### src/rtl/cmp_pkg.sv
// Shared definitions for serial comparator stages: FSM state type and the
// one-hot {eq,gt,lt} flag encodings produced by the 1-bit comparator.
package cmp_pkg;

  typedef enum logic [1:0] {
    IDLE,
    SHIFT,
    DONE
  } cmp_state_e;

  localparam logic [2:0] EQ = 3'b100;
  localparam logic [2:0] GT = 3'b010;
  localparam logic [2:0] LT = 3'b001;

endpackage

### src/rtl/cmp_beat_counter.sv
// Beat counter for serial stages: counts 0..WIDTH-1 and wraps to 0 after the
// last beat, so it never exceeds WIDTH-1.
module cmp_beat_counter #(
  parameter int WIDTH = 8,
  parameter int CNT_W = (WIDTH > 1) ? $clog2(WIDTH) : 1
) (
  input  logic             clk,
  input  logic             rst_n,
  input  logic             clr,
  input  logic             en,
  output logic [CNT_W-1:0] count,
  output logic             last
);

  localparam logic [CNT_W-1:0] LAST_VAL = CNT_W'(WIDTH - 1);

  assign last = (count == LAST_VAL);

  always_ff @(posedge clk or negedge rst_n) begin
    if (!rst_n) begin
      count <= '0;
    end else if (clr) begin
      count <= '0;
    end else if (en) begin
      count <= last ? '0 : count + CNT_W'(1);
    end
  end

endmodule

### src/rtl/serial_mag_compare_acc.sv
// Serial MSB-first magnitude accumulator fed by a 1-bit comparator's flags;
// yields a registered eq/gt/lt verdict, first differing bit and a one-hot error.
module serial_mag_compare_acc
  import cmp_pkg::*;
#(
  parameter int WIDTH = 8,
  parameter int CNT_W = (WIDTH > 1) ? $clog2(WIDTH) : 1
) (
  input  logic             clk,
  input  logic             rst_n,
  input  logic             start,
  input  logic             abort,
  input  logic             bit_valid,
  output logic             bit_ready,
  input  logic             bit_eq,
  input  logic             bit_gt,
  input  logic             bit_lt,
  output logic             busy,
  output logic             res_valid,
  input  logic             res_ready,
  output logic             res_eq,
  output logic             res_gt,
  output logic             res_lt,
  output logic [CNT_W-1:0] diff_pos,
  output logic             err
);

  cmp_state_e       state, state_next;
  logic             decided, gt_q, lt_q, err_q;
  logic [CNT_W-1:0] pos_q;
  logic [CNT_W-1:0] count;
  logic             last;
  logic [2:0]       flags;
  logic             one_hot;
  logic             accept;
  logic             begin_run;

  assign flags     = {bit_eq, bit_gt, bit_lt};
  assign one_hot   = (flags == EQ) || (flags == GT) || (flags == LT);
  assign accept    = (state == SHIFT) && bit_valid && !abort;
  assign begin_run = (state == IDLE) && start && !abort;

  cmp_beat_counter #(
    .WIDTH(WIDTH),
    .CNT_W(CNT_W)
  ) u_counter (
    .clk  (clk),
    .rst_n(rst_n),
    .clr  (abort || begin_run),
    .en   (accept),
    .count(count),
    .last (last)
  );

  always_ff @(posedge clk or negedge rst_n) begin
    if (!rst_n) begin
      state <= IDLE;
    end else begin
      state <= state_next;
    end
  end

  always_comb begin
    state_next = state;
    bit_ready  = 1'b0;
    busy       = 1'b0;
    res_valid  = 1'b0;
    case (state)
      IDLE: begin
        if (start) state_next = SHIFT;
      end
      SHIFT: begin
        bit_ready = 1'b1;
        busy      = 1'b1;
        if (bit_valid && last) state_next = DONE;
      end
      DONE: begin
        busy      = 1'b1;
        res_valid = 1'b1;
        if (res_ready) state_next = IDLE;
      end
      default: state_next = IDLE;
    endcase
    if (abort) state_next = IDLE;
  end

  // Verdict registers stay untouched outside SHIFT, so they hold through DONE
  // and after hand-off until the next start clears them.
  always_ff @(posedge clk or negedge rst_n) begin
    if (!rst_n) begin
      decided <= 1'b0;
      gt_q    <= 1'b0;
      lt_q    <= 1'b0;
      pos_q   <= '0;
      err_q   <= 1'b0;
    end else if (abort || begin_run) begin
      decided <= 1'b0;
      gt_q    <= 1'b0;
      lt_q    <= 1'b0;
      pos_q   <= '0;
      err_q   <= 1'b0;
    end else if (accept) begin
      if (!one_hot) begin
        err_q <= 1'b1;
      end else if (!decided && (flags != EQ)) begin
        decided <= 1'b1;
        gt_q    <= (flags == GT);
        lt_q    <= (flags == LT);
        pos_q   <= CNT_W'(WIDTH - 1) - count;
      end
    end
  end

  assign res_eq   = !decided;
  assign res_gt   = gt_q;
  assign res_lt   = lt_q;
  assign diff_pos = pos_q;
  assign err      = err_q;

endmodule

### config.mk
export PLATFORM = sky130hd
export DESIGN_NAME = serial_mag_compare_acc
export DESIGN_NICKNAME = d
export VERILOG_FILES = /design/src/rtl/cmp_pkg.sv /design/src/rtl/cmp_beat_counter.sv /design/src/rtl/serial_mag_compare_acc.sv
export SDC_FILE = /design/constraint.sdc
export NUM_CORES = 1
export LEC_CHECK = 0
export ABC_AREA = 0
export CELL_PAD_IN_SITES_DETAIL_PLACEMENT = 2
export CELL_PAD_IN_SITES_GLOBAL_PLACEMENT = 2
export CORE_UTILIZATION = 28
export CTS_CLUSTER_DIAMETER = 80
export CTS_CLUSTER_SIZE = 14
export DETAILED_ROUTE_END_ITERATION = 7
export PLACE_DENSITY = 0.78
export SYNTH_ARGS = -nofsm -noshare
export SYNTH_HDL_FRONTEND = slang
export SYNTH_SLANG_ARGS = --single-unit
export TNS_END_PERCENT = 10
### constraint.sdc
create_clock -name clk -period 2.1 [get_ports clk]
set_clock_uncertainty 0.1 [all_clocks]
set_input_delay 0.42 -clock clk [delete_from_list [all_inputs] [get_ports clk]]
set_output_delay 0.42 -clock clk [all_outputs]
set_load 0.01 [all_outputs]
==> summary.txt <==
Floorplanning
  • IO Pins: 19
  • Die Width: roughly 52 microns
  • Cell Rows: 17
  • Core box area: ~2300 sq um
  • Chip height: ~52 microns
  • Initial Util: slightly above 30%
  • Die ar.: about 2700 sq um

Yosys
  • Yosys reg bits: 12
  • Synth cell types: 23
  • Seq/Total Area, Yosys: a little over two fifths
  • Area leader, netlist: dfrtp_1
  • Top-count cell post-synth: dfrtp_1
  • Cells after Synth: 65
  • Top cell type's share of synthesized area: roughly 44%
  • Mapped Nets: ~80
  • Top post-synthesis cells by area: dfrtp_1, ha_1, a21oi_1
  • Most common library cells after synthesis: dfrtp_1, a21oi_1, ha_1, inv_1, nand2_1
  • Syn avg cell area: around 11 sq um
  • Top FF cell, synth: dfrtp_1
  • Fraction of registers with async set or reset after synthesis: 100%
  • Synth warn: 0
  • Mapped cell area: 688 sq um
  • EDFF count, synth: 0

Setup path
  • Critical register-to-register path startpoint: state[1]
  • R2r endpoint: res_gt
  • Crit path from: state[0]
  • Worst path bufs/invs: 2
  • Slowest-stage cell, CP: clkdlybuf4s50_1
  • Crit path kind: reg2out
  • FF-to-FF setup slack: 0.39 ns
  • Critical path capture point type: output port
  • CP Cell Sequence: inv_1, ha_1, clkdlybuf4s50_1
  • Crit-path max cell delay: approximately 0.53 ns
  • Worst path arrival time: between 1 and 1.5 ns
  • Top Family by Delay on Critical Path: buffers and inverters
  • WP data required: around 1.6 ns
  • Crit path max fanout: 3
  • Crit start category: register
  • Worst reg2reg path depth: 5

Final layout
  • Final net count: 104
  • Post-layout instance area: 968 sq um
  • Area of the multi-input gates: about 370 sq um
  • Layout cells sized above 1: between 10% and 20%
  • Ant diodes: 0
  • Fillers: between 200 and 300
  • Area Overhead vs Synth: 40.7%
  • Layout Cells excl Fill: between 100 and 150
  • FF/Latch Area: roughly 300 sq um

Routing
  • DR DRC count: 0
  • Via/cell ratio: 4.96
  • Detailed Routing Iterations Pass 1: 2
  • Initial DRC Count: 5
  • Via count: 580
  • Routed Antenna Nets: 0
  • Post-Route WL: around 1800 microns
  • WL/cell: 15.5 microns

CTS
  • # H-tree levels: 1
  • Clock Tree Root: clkbuf_4
  • CTS clk-pin slew, worst paths: around 0.090 ns
  • CTS buffer count: 3
  • Clock Path Buffers: 2
  • TritonCTS clock tree: yes
  • Clock sinks: 12
  • Clk Latency, worst-skew pair: 0.28 ns

Timing
  • Rel. slew slack: approximately three fifths
  • Final period util: between 90% and 100%
  • Post-route minimum period: 1.98 ns
  • Max Fclk: between 500 and 600 MHz
  • Endpoints failing setup: 0
  • Final hold violations: 0
  • Slew @ Worst Pin: roughly 0.57 ns
  • RSZ-0062 raised after global routing: no
  • Max-slew violation count: 0
  • Hold slack final: between 0.4 and 0.5 ns

Global routing
  • Number of global-route vias before repair: ~660
  • Initial antenna violation count: 0
  • Largest net degree at the start of global routing: 13
  • First-pass GRT wire length: just over 3000 microns
  • Overall routing resource usage: between 10% and 20%
  • Congestion Overflow GR: 0

Placement
  • DP HPWL: between 1000 and 1500 microns
  • Placed insts: between 100 and 150
  • DP Area: 900 sq um
  • GP Congestion: 0.719
  • I/O Buffers: 18

Job
  • Max-cap violation count: 0

Worst hold path
  • Hold crit path type: in2async

Power
  • Overall power: between 600 and 700 uW
  • Power Dens Cells: just under 700 nW/um^2
  • LEAKAGE: ~0.00044 uW
  • Max IR drop VDD: ~0.33 mV

Outcome
  • Status: finished, final reports clean
-- report_power, final --
group | internal (uW) | leakage (uW) | switching (uW)
Sequential | 244 | 0.000166 | 10.2
Combinational | 107 | 0.000253 | 109
Clock | 105 | 0.0000210 | 88.2
Total | 456 | 0.000440 | 207
-- kinds of logic (layout without fill, tap and decap cells) --
logic type	Yosys count	after routing	share of synthesized area [%]
and+or+nand+nor	20	20	19.8
AOI/OAI and AO/OA	18	18	17.6
DFF	12	12	43.6
buffers and inverters	6	30	4.36
adders and majority gates	5	5	9.09
xor gates and xnor gates	2	2	2.55
muxes	2	2	2.91
-- layout by cell type (no fill, tap or decap) --
cell,count
ha_1,4
o211ai_1,1
a21o_1,1
a21oi_1,6
nor2_1,2
nand2b_1,4
and2_1,2
o211a_1,2
a311oi_1,1
mux2i_1,2
clkbuf_8,1
dlymetal6s2s_1,2
a31o_2,3
ha_4,1
xor2_1,1
dfrtp_1,12
or2_2,1
nand4bb_4,1
or4b_1,2
a31oi_1,1
clkdlybuf4s50_1,16
nor4_1,3
buf_4,3
xnor2_1,1
o21ai_0,3
inv_1,5
nand2_1,5
clkbuf_4,3
-- per-layer routing --
| metal | up-vias | track usage [%] | wire length [microns] |
|---|---|---|---|
| li1 | 281 | - | - |
| met1 | 279 | 19.6 | 835 |
| met2 | 18 | 27.7 | 879 |
| met3 | 2 | 2.92 | 81 |
| met4 | 0 | 7.66 | 12 |
| met5 | - | 0 | 0 |
-- worst max path at each step --
stage / slack (ns) / depth (start not counted) / end
3_5_place_dp: 0.06 / 4 / res_gt
5_1_grt: 0.02 / 3 / res_valid
4_1_cts: -0.02 / 3 / bit_ready
2_1_floorplan: 0.41 / 5 / diff_pos[0]
6_report: 0.12 / 3 / res_valid
3_3_place_gp: 0.10 / 4 / diff_pos[0]
-- flip-flops by register name (all words and copies together) (netlist names) --
name	cells
res_lt	1
res_gt	1
diff_pos	3
decided	1
u_counter.count	3
err	1
state	2
-- area by class of cell --
cell class,count,share of cell area [%]
multi-input cells,47,38.2
flip-flops and latches,12,31.0
inverters,5,1.94
repair buffers,21,21.4
well taps,28,3.62
clock buffers,4,3.75
-- worst register-to-register path, stage by stage, from the launching register on --
cell and delay, ns:
dfrtp_1 0.41, inv_1 0.12, ha_4 0.18, nand4bb_4 0.16
or4b_1 0.50, a21oi_1 0.17
-- metrics by stage --
step / worst slack, ns / TNS [ns] / utilization, %
2_1_floorplan: 0.412 / 0 / -
3_3_place_gp: 0.103 / 0 / 39.9
3_5_place_dp: 0.0618 / 0 / 39.9
4_1_cts: -0.0164 / -0.0164 / 41.6
5_1_grt: 0.0213 / 0 / 43.0
6_report: 0.124 / 0 / 43.0
-- what timing repair did --
action,CTS,global route
endpoints found under the setup margin,1,2
gates resized for setup,1,3
buffers inserted,0,2
hold buffers,0,0
No activity file was read; power rests on OpenSTA's default activity.
